$ cat src/rtl/hh_pkg.sv
// Shared widths, the buffered entry layout and the byte-order helper used by
// both the serializer and the comparator's le2be path.
package hh_pkg;

    localparam int HASH_W         = 256;
    localparam int WORD_W         = 64;
    localparam int NONCE_W        = 32;
    localparam int WORDS_PER_HASH = 4;
    localparam int ENTRY_W        = HASH_W + NONCE_W;

    typedef struct packed {
        logic [HASH_W-1:0]  hash;
        logic [NONCE_W-1:0] nonce;
    } entry_t;

    // Byte i of the word moves to byte 7-i.
    function automatic logic [WORD_W-1:0] byteswap64(input logic [WORD_W-1:0] w);
        logic [WORD_W-1:0] r;
        r = '0;
        for (int i = 0; i < 8; i++) begin
            r[8*i +: 8] = w[8*(7-i) +: 8];
        end
        return r;
    endfunction

endpackage

$ cat src/rtl/hh_entry_ram.sv
// Entry storage: one synchronous write port, two asynchronous read ports so the
// word reader and the nonce reader can look at different entries at once.
module hh_entry_ram
    import hh_pkg::*;
#(
    parameter int DEPTH = 4,
    localparam int AW   = $clog2(DEPTH)
) (
    input  logic               clk,
    input  logic               we,
    input  logic [AW-1:0]      waddr,
    input  entry_t             wdata,
    input  logic [AW-1:0]      raddr_hash,
    output logic [HASH_W-1:0]  rdata_hash,
    input  logic [AW-1:0]      raddr_nonce,
    output logic [NONCE_W-1:0] rdata_nonce
);

    entry_t mem [DEPTH];

    // Write port; contents are deliberately not reset, pointers define validity.
    always_ff @(posedge clk) begin
        if (we) begin
            mem[waddr] <= wdata;
        end
    end

    assign rdata_hash  = mem[raddr_hash].hash;
    assign rdata_nonce = mem[raddr_nonce].nonce;

endmodule

$ cat src/rtl/heavy_hash_serializer.sv
// Buffers {hash, nonce} results and serves each hash as four byte-reversed
// 64-bit words, then the matching nonce on its own strobe. Three pointers with
// wrap bits keep nptr <= hptr <= wptr; an entry is freed only when its nonce
// has been read.
module heavy_hash_serializer
    import hh_pkg::*;
#(
    parameter int DEPTH      = 4,
    parameter int GAP_CYCLES = 1
) (
    input  logic                   clk,
    input  logic                   rst,
    input  logic                   in_valid,
    output logic                   in_ready,
    input  logic [255:0]           in_hash,
    input  logic [31:0]            in_nonce,
    input  logic                   flush,
    input  logic                   heavy_hash_re,
    output logic [63:0]            heavy_hash_dout,
    output logic                   heavy_hash_dout_we,
    input  logic                   nonce_re,
    output logic [31:0]            nonce_dout,
    output logic                   nonce_dout_valid,
    output logic [$clog2(DEPTH):0] occupancy,
    output logic                   nonce_underflow
);

    localparam int AW = $clog2(DEPTH);
    localparam logic [AW:0] FULL    = (AW+1)'(DEPTH);
    localparam logic [AW:0] PTR_ONE = {{AW{1'b0}}, 1'b1};
    localparam logic [1:0]  GAP_LD  = 2'(GAP_CYCLES);

    logic [AW:0]         wptr, hptr, nptr;
    logic [1:0]          widx;
    logic [1:0]          gap;
    logic                push, word_go, nonce_go;
    logic [HASH_W-1:0]   rd_hash;
    logic [NONCE_W-1:0]  rd_nonce;
    logic [WORD_W-1:0]   cur_word;
    entry_t              wr_entry;

    assign occupancy = wptr - nptr;
    // Occupancy comes from registered pointers, so a same-cycle nonce pop
    // never opens room for a write in that cycle.
    assign in_ready  = !rst && !flush && (occupancy != FULL);
    assign push      = in_valid && in_ready;
    assign word_go   = heavy_hash_re && (hptr != wptr) && (gap == 2'd0);
    assign nonce_go  = nonce_re && (nptr != hptr);
    assign cur_word  = rd_hash[WORD_W*widx +: WORD_W];

    assign wr_entry.hash  = in_hash;
    assign wr_entry.nonce = in_nonce;

    hh_entry_ram #(.DEPTH(DEPTH)) u_ram (
        .clk         (clk),
        .we          (push),
        .waddr       (wptr[AW-1:0]),
        .wdata       (wr_entry),
        .raddr_hash  (hptr[AW-1:0]),
        .rdata_hash  (rd_hash),
        .raddr_nonce (nptr[AW-1:0]),
        .rdata_nonce (rd_nonce)
    );

    // Write pointer: advances on every accepted entry.
    always_ff @(posedge clk) begin
        if (rst || flush) begin
            wptr <= '0;
        end else if (push) begin
            wptr <= wptr + PTR_ONE;
        end
    end

    // Word reader: one word per granted request, then a dead gap after word 3
    // while the comparator settles its result.
    always_ff @(posedge clk) begin
        if (rst) begin
            hptr               <= '0;
            widx               <= '0;
            gap                <= '0;
            heavy_hash_dout    <= '0;
            heavy_hash_dout_we <= 1'b0;
        end else if (flush) begin
            hptr               <= '0;
            widx               <= '0;
            gap                <= '0;
            heavy_hash_dout_we <= 1'b0;
        end else begin
            heavy_hash_dout_we <= word_go;
            if (gap != 2'd0) begin
                gap <= gap - 2'd1;
            end
            if (word_go) begin
                heavy_hash_dout <= byteswap64(cur_word);
                if (widx == 2'(WORDS_PER_HASH - 1)) begin
                    widx <= '0;
                    hptr <= hptr + PTR_ONE;
                    gap  <= GAP_LD;
                end else begin
                    widx <= widx + 2'd1;
                end
            end
        end
    end

    // Nonce reader: pops only fully-sent hashes; reading ahead is flagged.
    always_ff @(posedge clk) begin
        if (rst) begin
            nptr             <= '0;
            nonce_dout       <= '0;
            nonce_dout_valid <= 1'b0;
            nonce_underflow  <= 1'b0;
        end else if (flush) begin
            nptr             <= '0;
            nonce_dout_valid <= 1'b0;
            nonce_underflow  <= 1'b0;
        end else begin
            nonce_dout_valid <= nonce_go;
            if (nonce_go) begin
                nonce_dout <= rd_nonce;
                nptr       <= nptr + PTR_ONE;
            end else if (nonce_re) begin
                nonce_underflow <= 1'b1;
            end
        end
    end

endmodule
$ cat config.mk
export PLATFORM = sky130hd
export DESIGN_NAME = heavy_hash_serializer
export DESIGN_NICKNAME = d
export VERILOG_FILES = /design/src/rtl/hh_pkg.sv /design/src/rtl/hh_entry_ram.sv /design/src/rtl/heavy_hash_serializer.sv
export SDC_FILE = /design/constraint.sdc
export NUM_CORES = 1
export LEC_CHECK = 0
export CAP_MARGIN = 20
export CORE_MARGIN = 10
export CORE_UTILIZATION = 45
export DETAILED_ROUTE_END_ITERATION = 10
export HOLD_SLACK_MARGIN = 0.05
export PLACE_DENSITY = 0.66
export SLEW_MARGIN = 20
export SYNTH_ARGS = -nofsm -noshare
export SYNTH_HDL_FRONTEND = slang
export SYNTH_SLANG_ARGS = --single-unit
$ cat constraint.sdc
create_clock -name clk -period 26.1 [get_ports clk]
set_clock_uncertainty 0.1 [all_clocks]
set_input_delay 5.22 -clock clk [delete_from_list [all_inputs] [get_ports clk]]
set_output_delay 5.22 -clock clk [all_outputs]
set_load 0.005 [all_outputs]
; Yosys cells after proc, flatten, opt, wreduce, memory -nomap -nowiden
; Memory sizes are Yosys's and may differ from the RTL's. A register that Yosys moved wholly into a read port is not among the register bits.
; Cells that the tools add are included.
[word_totals]
mem_count = 1
register_bits = 80
elab_cells = 47
inputBits = 294
mem_bits_rw = 1152
output_inout_bits = 103
[classes]
bitwise_logic = 2
n_eq_ne = 4
add_sub_neg = 6
shifts = 1
reduce_logical = 16
mux = 8
[mem_list]
columns = name, words, word_bits, read_ports, rd_clocked_by_memory_dff, write_ports, line_no
row1 = u_ram.mem, 4, 288, 2, 2, 1, hh_entry_ram.sv:19  ; entry_t mem [DEPTH];
[ops]
columns = cell, count
row1 = $shiftx A256 B9 Y64, 1
row2 = $mux W2, 6
row3 = $add A3 B1 Y3 const B, 3
row4 = $reduce_and A2 Y1, 4
row5 = $logic_and A1 B1 Y1, 6
row6 = $ne A3 B3 Y1, 2
row7 = $ne A3 B3 Y1 const B, 1
row8 = $sub A3 B3 Y3, 1
row9 = $add A2 B1 Y2 const B, 1
row10 = $eq A2 B2 Y1 const B, 1
row11 = $logic_not A1 Y1, 2
row12 = $logic_not A2 Y1, 1
row13 = $mux W1, 2
row14 = $not A1 Y1, 2
row15 = $reduce_bool A2 Y1, 1
row16 = $reduce_or A2 Y1, 1
row17 = $sub A2 B1 Y2 const B, 1
row18 = $logic_or A1 B1 Y1, 1

; Logic depth before layout (Yosys ltp)
; Gate-level depths: netlist (run 1).
[logic_depth]
word_depth = 6
ltp_mapped = 7
depth_no_buf = 7

; Modules after synthesis
; A second synthesis (run 1) with hierarchy kept.
[hier_totals]
cells_unflattened = 2093
hier_area_um2 = 47500.6
[by_module_without_submodules]
columns = module, instances, cells_per_inst, area_each_um2, seq_area_each_um2
row1 = hh_entry_ram, 1, 1508, 41817.6, 34593.2
row2 = heavy_hash_serializer, 1, 585, 5683.0, 2242.2

; Worst setup path before layout (run 1)
; No wires, ideal clock.
[synth_timing]
kind = input port to flip-flop
startpoint = input rst
endpoint = register wptr[2]
arrival_ns = 20.779
path_stages = 5
path_slack_ns = 4.502
n_path_buf = 1
setup_ns = 0.720
required_time_ns = 25.280
cell_sequence = clkbuf_1 -> nor2_1 -> nand3_1 -> a31oi_1 -> mux2i_1
[synth_between]
elab_chain_len = 4
elab_cells_between_ends = 5
cone_classes = reduce/logical: 5
[synth_lines]
columns = element, line_no
row1 = from (decl), heavy_hash_serializer.sv:12  ; input logic rst,
row2 = $logic_not A1 Y1, heavy_hash_serializer.sv:45  ; assign in_ready = !rst && !flush && (occupancy != FULL);
row3 = $logic_and A1 B1 Y1 (2 in a row), heavy_hash_serializer.sv:45
row4 = $logic_and A1 B1 Y1, heavy_hash_serializer.sv:46  ; assign push = in_valid && in_ready;
row5 = to (signal assigned), heavy_hash_serializer.sv:70  ; wptr <= wptr + PTR_ONE;
row6 = to (decl), heavy_hash_serializer.sv:33  ; logic [AW:0] wptr, hptr, nptr;
; Parallel ways exist; a longest one is shown, timed or not.
; A chain may end at the register's enable or synchronous reset.

; Worst setup path in the final report (run 1)
[layout_timing]
startpoint = input rst
endpoint = output in_ready
[layout_between]
elab_chain_len = 3
[layout_lines]
columns = element, line_no
row1 = $logic_not A1 Y1, heavy_hash_serializer.sv:45
row2 = $logic_and A1 B1 Y1 (2 in a row), heavy_hash_serializer.sv:45
row3 = to (decl), heavy_hash_serializer.sv:14  ; output logic in_ready,
; No other way between the ends.

==> key figures, run 1 <==
Final layout
  – Filler cells: 7849
  – Post-route cell area: 0.0570 sq mm
  – Nets: 2854
  – Area of the multi-input gates: 0.00980 sq mm
  – Fin cells: roughly 4100
  – Core Util, Final: a little over half
  – Layout cells sized above 1: about 22%
  – Reg area: between 0.03 and 0.04 sq mm
  – Area Overhead vs Synth: 20.6%

Logic synthesis
  – Post-synthesis cell type count: 38
  – Largest family of logic cells by synthesized area: multiplexers
  – Post-synth EDFFs: 1152
  – Register area share after synthesis: 78.1%
  – Syn avg cell area: 22.5 sq um
  – Adder and majority cell fraction of the synthesized area: 0.254%
  – Synth async-reset ratio: 0%
  – Compound-Gate Fraction of Synth Area: 1.96%
  – Dominant synthesized flop cell: edfxtp_1
  – YS warnings: 0
  – Syn_nets: 2406
  – Xor and xnor fraction of the mapped netlist area: less than 1%
  – Synth Area in Simple Gates: 1.49%
  – Seq cells post-synth: 1266
  – Multiplexer share of the synthesized area: 16.7%
  – Mapped Cells: 2103
  – Synthesized area: 0.0472 sq mm

Detailed routing
  – Total wire length: 106 mm
  – 1st-pass router iterations: 5
  – 1st-iter DRT viols: 1673
  – Met2 WL: between 50 and 60 mm
  – Detailed-route via count: ~22000
  – Met1 Routed Length: 42.7 mm
  – Via density: between 5 and 6
  – Post-route antenna net violation count: 0
  – Max layer used: met5
  – # DRC: 0
  – Wire per inst: 26.2 microns
  – WL met3: 6.70 mm

Clock tree
  – TritonCTS clock tree: built
  – Cts bufs inserted: 132
  – Post-CTS Setup Bufs: 0
  – Clock sinks: 1266
  – Post-CTS sizing: 0
  – Hold_buf cts: 0
  – Worst-path clk slew: 0.06 ns
  – CTS Buffer Depth: 3
  – CTS H-tree depth: 4
  – Root buffer cell: clkbuf_16
  – Skew-Pair Late Insertion Delay: roughly 0.73 ns

Power
  – Static leakage: 18.0 nW
  – Power Total: 4.17 mW
  – Worst vdd ir: 0.0000603 V
  – Pwr dens: ~73 mW/mm^2

Timing
  – Crit path time final: 12.50 ns
  – Fmax: 0.0800 GHz
  – Max_slew headroom: a little over a quarter
  – Max Slew Vio Count: 0
  – Worst-Margin Slew: 1.10 ns
  – Final hold violation count: 0
  – Final setup violation count: 0
  – RSZ-0062 raised after global routing: false
  – Setup ws final: 13.60 ns
  – Setup TNS: 0 ns
  – WHS: around 0.36 ns
  – Tcrit/Tclk final: a little under half

Place
  – Port Buf Inserts: 396
  – Pre-CTS setup slack: 13.58 ns
  – Placed cells: between 3000 and 4000
  – Hpwl dp: 63.2 mm
  – Dpl cell area: roughly 0.053 sq mm
  – Routability Congestion: 0.726

Floorplan
  – Initial core utilization: between 40% and 50%
  – Die ar.: 0.118 sq mm
  – Total core area: a little over 0.1 sq mm
  – Core Rows: around 120
  – I/O Pins: 397
  – Die X: 344 microns
  – Die height: 344 microns

Hold path
  – Tightest Hold Check Type: reg -> reg
  – Hold depth: 2

Worst setup path
  – Worst-path cell chain: clkdlybuf4s50_1 > buf_4 > or2_2 > a31oi_1 > clkdlybuf4s50_1
  – Crit path buf inv count: 3
  – Critical Path Start Type: primary input
  – R2R depth: 8
  – Stages on worst setup path: 5
  – Critical Path Fanout Max: 36
  – CP delay by family, top: buffers and inverters
  – Worst EP required: 20.78 ns
  – Critical path class: in -> out
  – Critical Path Slowest Stage Cell: clkdlybuf4s50_1
  – Most used cell along the critical path: clkdlybuf4s50_1
  – CP Capture Type: primary output
  – Arrival time at the worst endpoint: 7.18 ns
  – Worst path max stage delay: ~0.56 ns

Global routing
  – Initial antenna violation count: 33
  – First-pass GRT wire length: 158 mm
  – Largest net degree at the start of global routing: 151
  – Gr usage total: between 10% and 20%
  – Vias in the first global route: 24100
  – Grt ovf: 0

Flow run
  – Max-cap violation count: 0

Status
  – Status: completed
worst min-delay path, stage by stage (launching register included):
cell     delay, ns
dfxtp_1       0.31
nand2_1       0.05
a21oi_1       0.05
cell usage after synthesis, types with 2 or more instances:
| cell type | number | area, sq um |
|---|---|---|
| mux2_2 | 63 | 709 |
| xnor2_1 | 2 | 17.5 |
| nor3_1 | 64 | 320 |
| nor2_1 | 10 | 37.5 |
| and2_1 | 3 | 18.8 |
| and3_1 | 2 | 12.5 |
| o311ai_0 | 2 | 17.5 |
| xor2_1 | 9 | 78.8 |
| a21oi_1 | 35 | 175 |
| ha_1 | 8 | 100 |
| a31oi_1 | 3 | 18.8 |
| mux4_2 | 288 | 6490 |
| buf_6 | 12 | 135 |
| mux2i_1 | 70 | 701 |
| nand3_1 | 2 | 10.0 |
| dfxtp_1 | 114 | 2280 |
| edfxtp_1 | 1152 | 34600 |
| buf_1 | 23 | 86.3 |
| buf_2 | 26 | 130 |
| nand2_1 | 72 | 270 |
| a221o_1 | 64 | 641 |
| buf_4 | 6 | 45.0 |
| clkbuf_1 | 50 | 188 |
| inv_1 | 9 | 33.8 |
kinds of logic (layout without fill, tap and decap cells):
| kind of cell | count (synthesis) | after routing |
|---|---|---|
| buf+inv | 126 | 682 |
| mux | 421 | 421 |
| simple gates | 158 | 158 |
| compound gates | 112 | 112 |
| flops | 1266 | 1266 |
| fa+ha+maj | 9 | 9 |
| xor+xnor | 11 | 11 |
| other cells | 0 | 15 |
final timing paths:
path | from | end | slack (ns)
max | rst | in_ready | 13.60
min | nonce_dout[10] | nonce_dout[10] | 0.36
max reg2reg | nptr[1] | u_ram.mem[1][275] | 19.78
min reg2reg | nonce_dout[10] | nonce_dout[10] | 0.36
cells in the final DEF (no fill, tap or decap), types with 2 or more instances in the layout:
cell	instances
and2_4	3
xnor2_1	2
buf_4	32
clkbuf_8	5
clkinvlp_4	4
dfxtp_2	2
a21oi_1	35
buf_12	3
bufinv_16	8
a221o_1	64
dfxtp_1	109
o311ai_4	2
o311ai_0	2
xor2_1	9
nand2_1	72
edfxtp_1	1152
mux4_2	288
nor3_1	64
diode_2	15
a31oi_1	2
clkinv_8	6
clkinv_2	24
clkinv_1	23
mux2i_1	70
ha_1	8
clkdlybuf4s50_1	396
clkbuf_1	30
dfxtp_4	3
clkinv_4	2
clkbuf_16	137
mux2_2	63
nor2_1	10
inv_6	4
inv_1	8
nand3_1	2
layout make-up:
class / instances / area share (%)
antenna: 15 / 0.0659
clock inverter: 70 / 1.08
tap: 1380 / 3.03
sequential: 1266 / 64.7
inverter: 9 / 0.0681
timing repair buffer: 431 / 7.48
clock buffer: 172 / 6.33
multi-input combinational: 711 / 17.2
sequential cells by signal, indices dropped and copies added, names as in the netlist, named ones only:
signal              flops
heavy_hash_dout        64
nonce_dout             32
wptr                    3
nonce_underflow         1
hptr                    3
nptr                    3
u_ram.mem            1152
heavy_hash_dout_we      1
widx                    2
nonce_dout_valid        1
gap                     2
power by group:
group          switching [mW]  internal, mW
clock network           0.753          1.06
logic                  0.0561        0.0631
registers             0.00599          2.23
total                   0.815          3.36
metal layers:
metal  up-vias  GRT usage [%]
li1       9790              -
met1     11800           23.1
met2       650           29.5
met3       193           4.34
met4        36           6.23
met5         -              0
(Power assumes the default switching activity.)
==> run 2, diff against run 1 <==
Clock period 26.1 ns to 12.6 ns, I/O delays scaled along.
==> run 2 against run 1 <==
  * Sequential cell count is the same
  * Critical path depth is the same
  * Die area is the same
  * Critical path type unchanged
  * Critical endpoint unchanged
==> key figures, run 2 (synthesized netlist as in run 1, its figures left out) <==
Hold path
  – Hold depth: 2
  – Tightest Hold Check Type: reg -> reg
  – Hold_sp: nonce_dout[3]
  – Hold EP: nonce_dout[3]

Worst setup path
  – Worst r2r dst: u_ram.mem[1][81]
  – Critical Path Start Type: primary input
  – Critical path class: in -> out
  – Critical Path Fanout Max: 36
  – Worst EP required: roughly 10 ns
  – Worst reg2reg setup slack: around 7.8 ns
  – CP Capture Type: primary output
  – RR Startpoint: nptr[1]
  – R2R depth: 7
  – Arrival time at the worst endpoint: roughly 4.6 ns

Clock tree
  – Worst-path clk slew: 0.06 ns
  – CTS Buffer Depth: 3
  – Skew-Pair Late Insertion Delay: roughly 0.73 ns
  – Post-CTS Setup Bufs: 0
  – Hold_buf cts: 0
  – CTS H-tree depth: 4
  – Post-CTS sizing: 0
  – Clock sinks: 1266
  – Cts bufs inserted: about 130
  – Root buffer cell: clkbuf_16
  – TritonCTS clock tree: built

Detailed routing
  – Max layer used: met5
  – # DRC: 0
  – Total wire length: 106 mm
  – Met2 WL: roughly 53 mm
  – Post-route antenna net violation count: 0
  – Met1 Routed Length: between 40 and 50 mm
  – WL met3: 7.75 mm
  – Via density: 5.54
  – Wire per inst: 26.2 microns
  – 1st-pass router iterations: 5
  – Detailed-route via count: 22400
  – 1st-iter DRT viols: ~1700

Power
  – Static leakage: between 15 and 20 nW
  – Pwr dens: ~150 mW/mm^2
  – Worst vdd ir: 0.000107 V

Final layout
  – Commonest non-fill, non-tap cell in the layout: edfxtp_1
  – Filler cells: 7800
  – Reg area: 0.0369 sq mm
  – Most frequent cells in the layout: edfxtp_1, clkdlybuf4s50_1, mux4_2
  – Area of the multi-input gates: 0.00980 sq mm
  – Layout cells sized above 1: 22.0%
  – Nets: about 2900
  – Area Overhead vs Synth: 20.7%
  – Max reg flops: 1152
  – Core Util, Final: 54.9%
  – Biggest regs: u_ram.mem (1152), heavy_hash_dout (64), nonce_dout (32)
  – Most flop-heavy register: u_ram.mem

Floorplan
  – Die ar.: 0.118 sq mm
  – Die height: 344 microns
  – I/O Pins: 397
  – Die X: 344 microns
  – Total core area: 0.104 sq mm
  – Core Rows: 118
  – Initial core utilization: 45.4%

Timing
  – Final setup violation count: 0
  – Worst-Margin Slew: 1.20 ns
  – Setup TNS: 0 ns
  – Final hold violation count: 0
  – Fmax: 0.139 GHz
  – Tcrit/Tclk final: 56.9%
  – Crit path time final: 7.17 ns
  – Max Slew Vio Count: 0
  – Max_slew headroom: about a fifth
  – RSZ-0062 raised after global routing: false

Global routing
  – First-pass GRT wire length: 157 mm
  – Gr usage total: 17.8%
  – Grt ovf: 0
  – Largest net degree at the start of global routing: 156
  – Vias in the first global route: 24000
  – Initial antenna violation count: 35

Place
  – Routability Congestion: 0.725
  – Hpwl dp: 63.1 mm
  – Port Buf Inserts: 396

Flow run
  – Max-cap violation count: 0

Status
  – Status: completed
[run 2: cell types whose count changed in the layout (fill, tap and decap cells not counted), moves of 4 or more]
cell / previous run / this run
buf_4: 32 / 23
clkinv_2: 24 / 18
inv_16: 0 / 5
buf_12: 3 / 7
clkbuf_8: 5 / 9
diode_2: 15 / 11
[run 2: worst max path at each step]
stage | startpoint | to | slack, ns
CTS | rst | in_ready | 5.43
detailed placement | rst | in_ready | 5.44
finish | rst | in_ready | 5.43
floorplan | rst | u_ram.mem[1][0] | 1.82
global route | rst | in_ready | 5.36
global placement | rst | in_ready | 5.43
[run 2: per-layer routing]
metal	GRT usage, %	vias to the layer above
li1	-	9760
met1	23.1	11800
met2	29.1	678
met3	4.94	180
met4	5.41	42
met5	0	-
[run 2: layout make-up]
type	instances	share of cell area (%)
flip-flops and latches	1266	64.7
diodes	11	0.0483
inverters	9	0.0680
clock inverters	70	1.16
repair buffers	426	7.50
multi-input cells	711	17.2
well taps	1380	3.03
clock buffers	176	6.31
[run 2: where the power goes]
group	switching (mW)	leakage [nW]	internal, mW
Clock	1.60	2.07	2.18
Sequential	0.0129	11.3	4.63
Combinational	0.119	4.63	0.131
Total	1.73	18.0	6.94
[run 2: worst max-delay path, cell delays in order]
cell and delay [ns]:
clkdlybuf4s50_1 0.40, buf_4 0.27, or2_2 0.43, a31oi_1 0.32
clkdlybuf4s50_1 0.58
[run 2: stage by stage]
step | hold slack (ns) | worst slack, ns | instance area, sq um | cells | power (mW)
detailed placement | 0.347 | 5.44 | 52700 | 3792 | 4.98
finish | 0.354 | 5.43 | 57000 | 4049 | 8.67
global placement | 0.341 | 5.43 | 52700 | 3792 | 4.97
global route | 0.385 | 5.36 | 57000 | 4043 | 8.95
floorplan | 0.353 | 1.82 | 47300 | 2103 | 4.81
CTS | 0.355 | 5.43 | 57000 | 4038 | 8.76
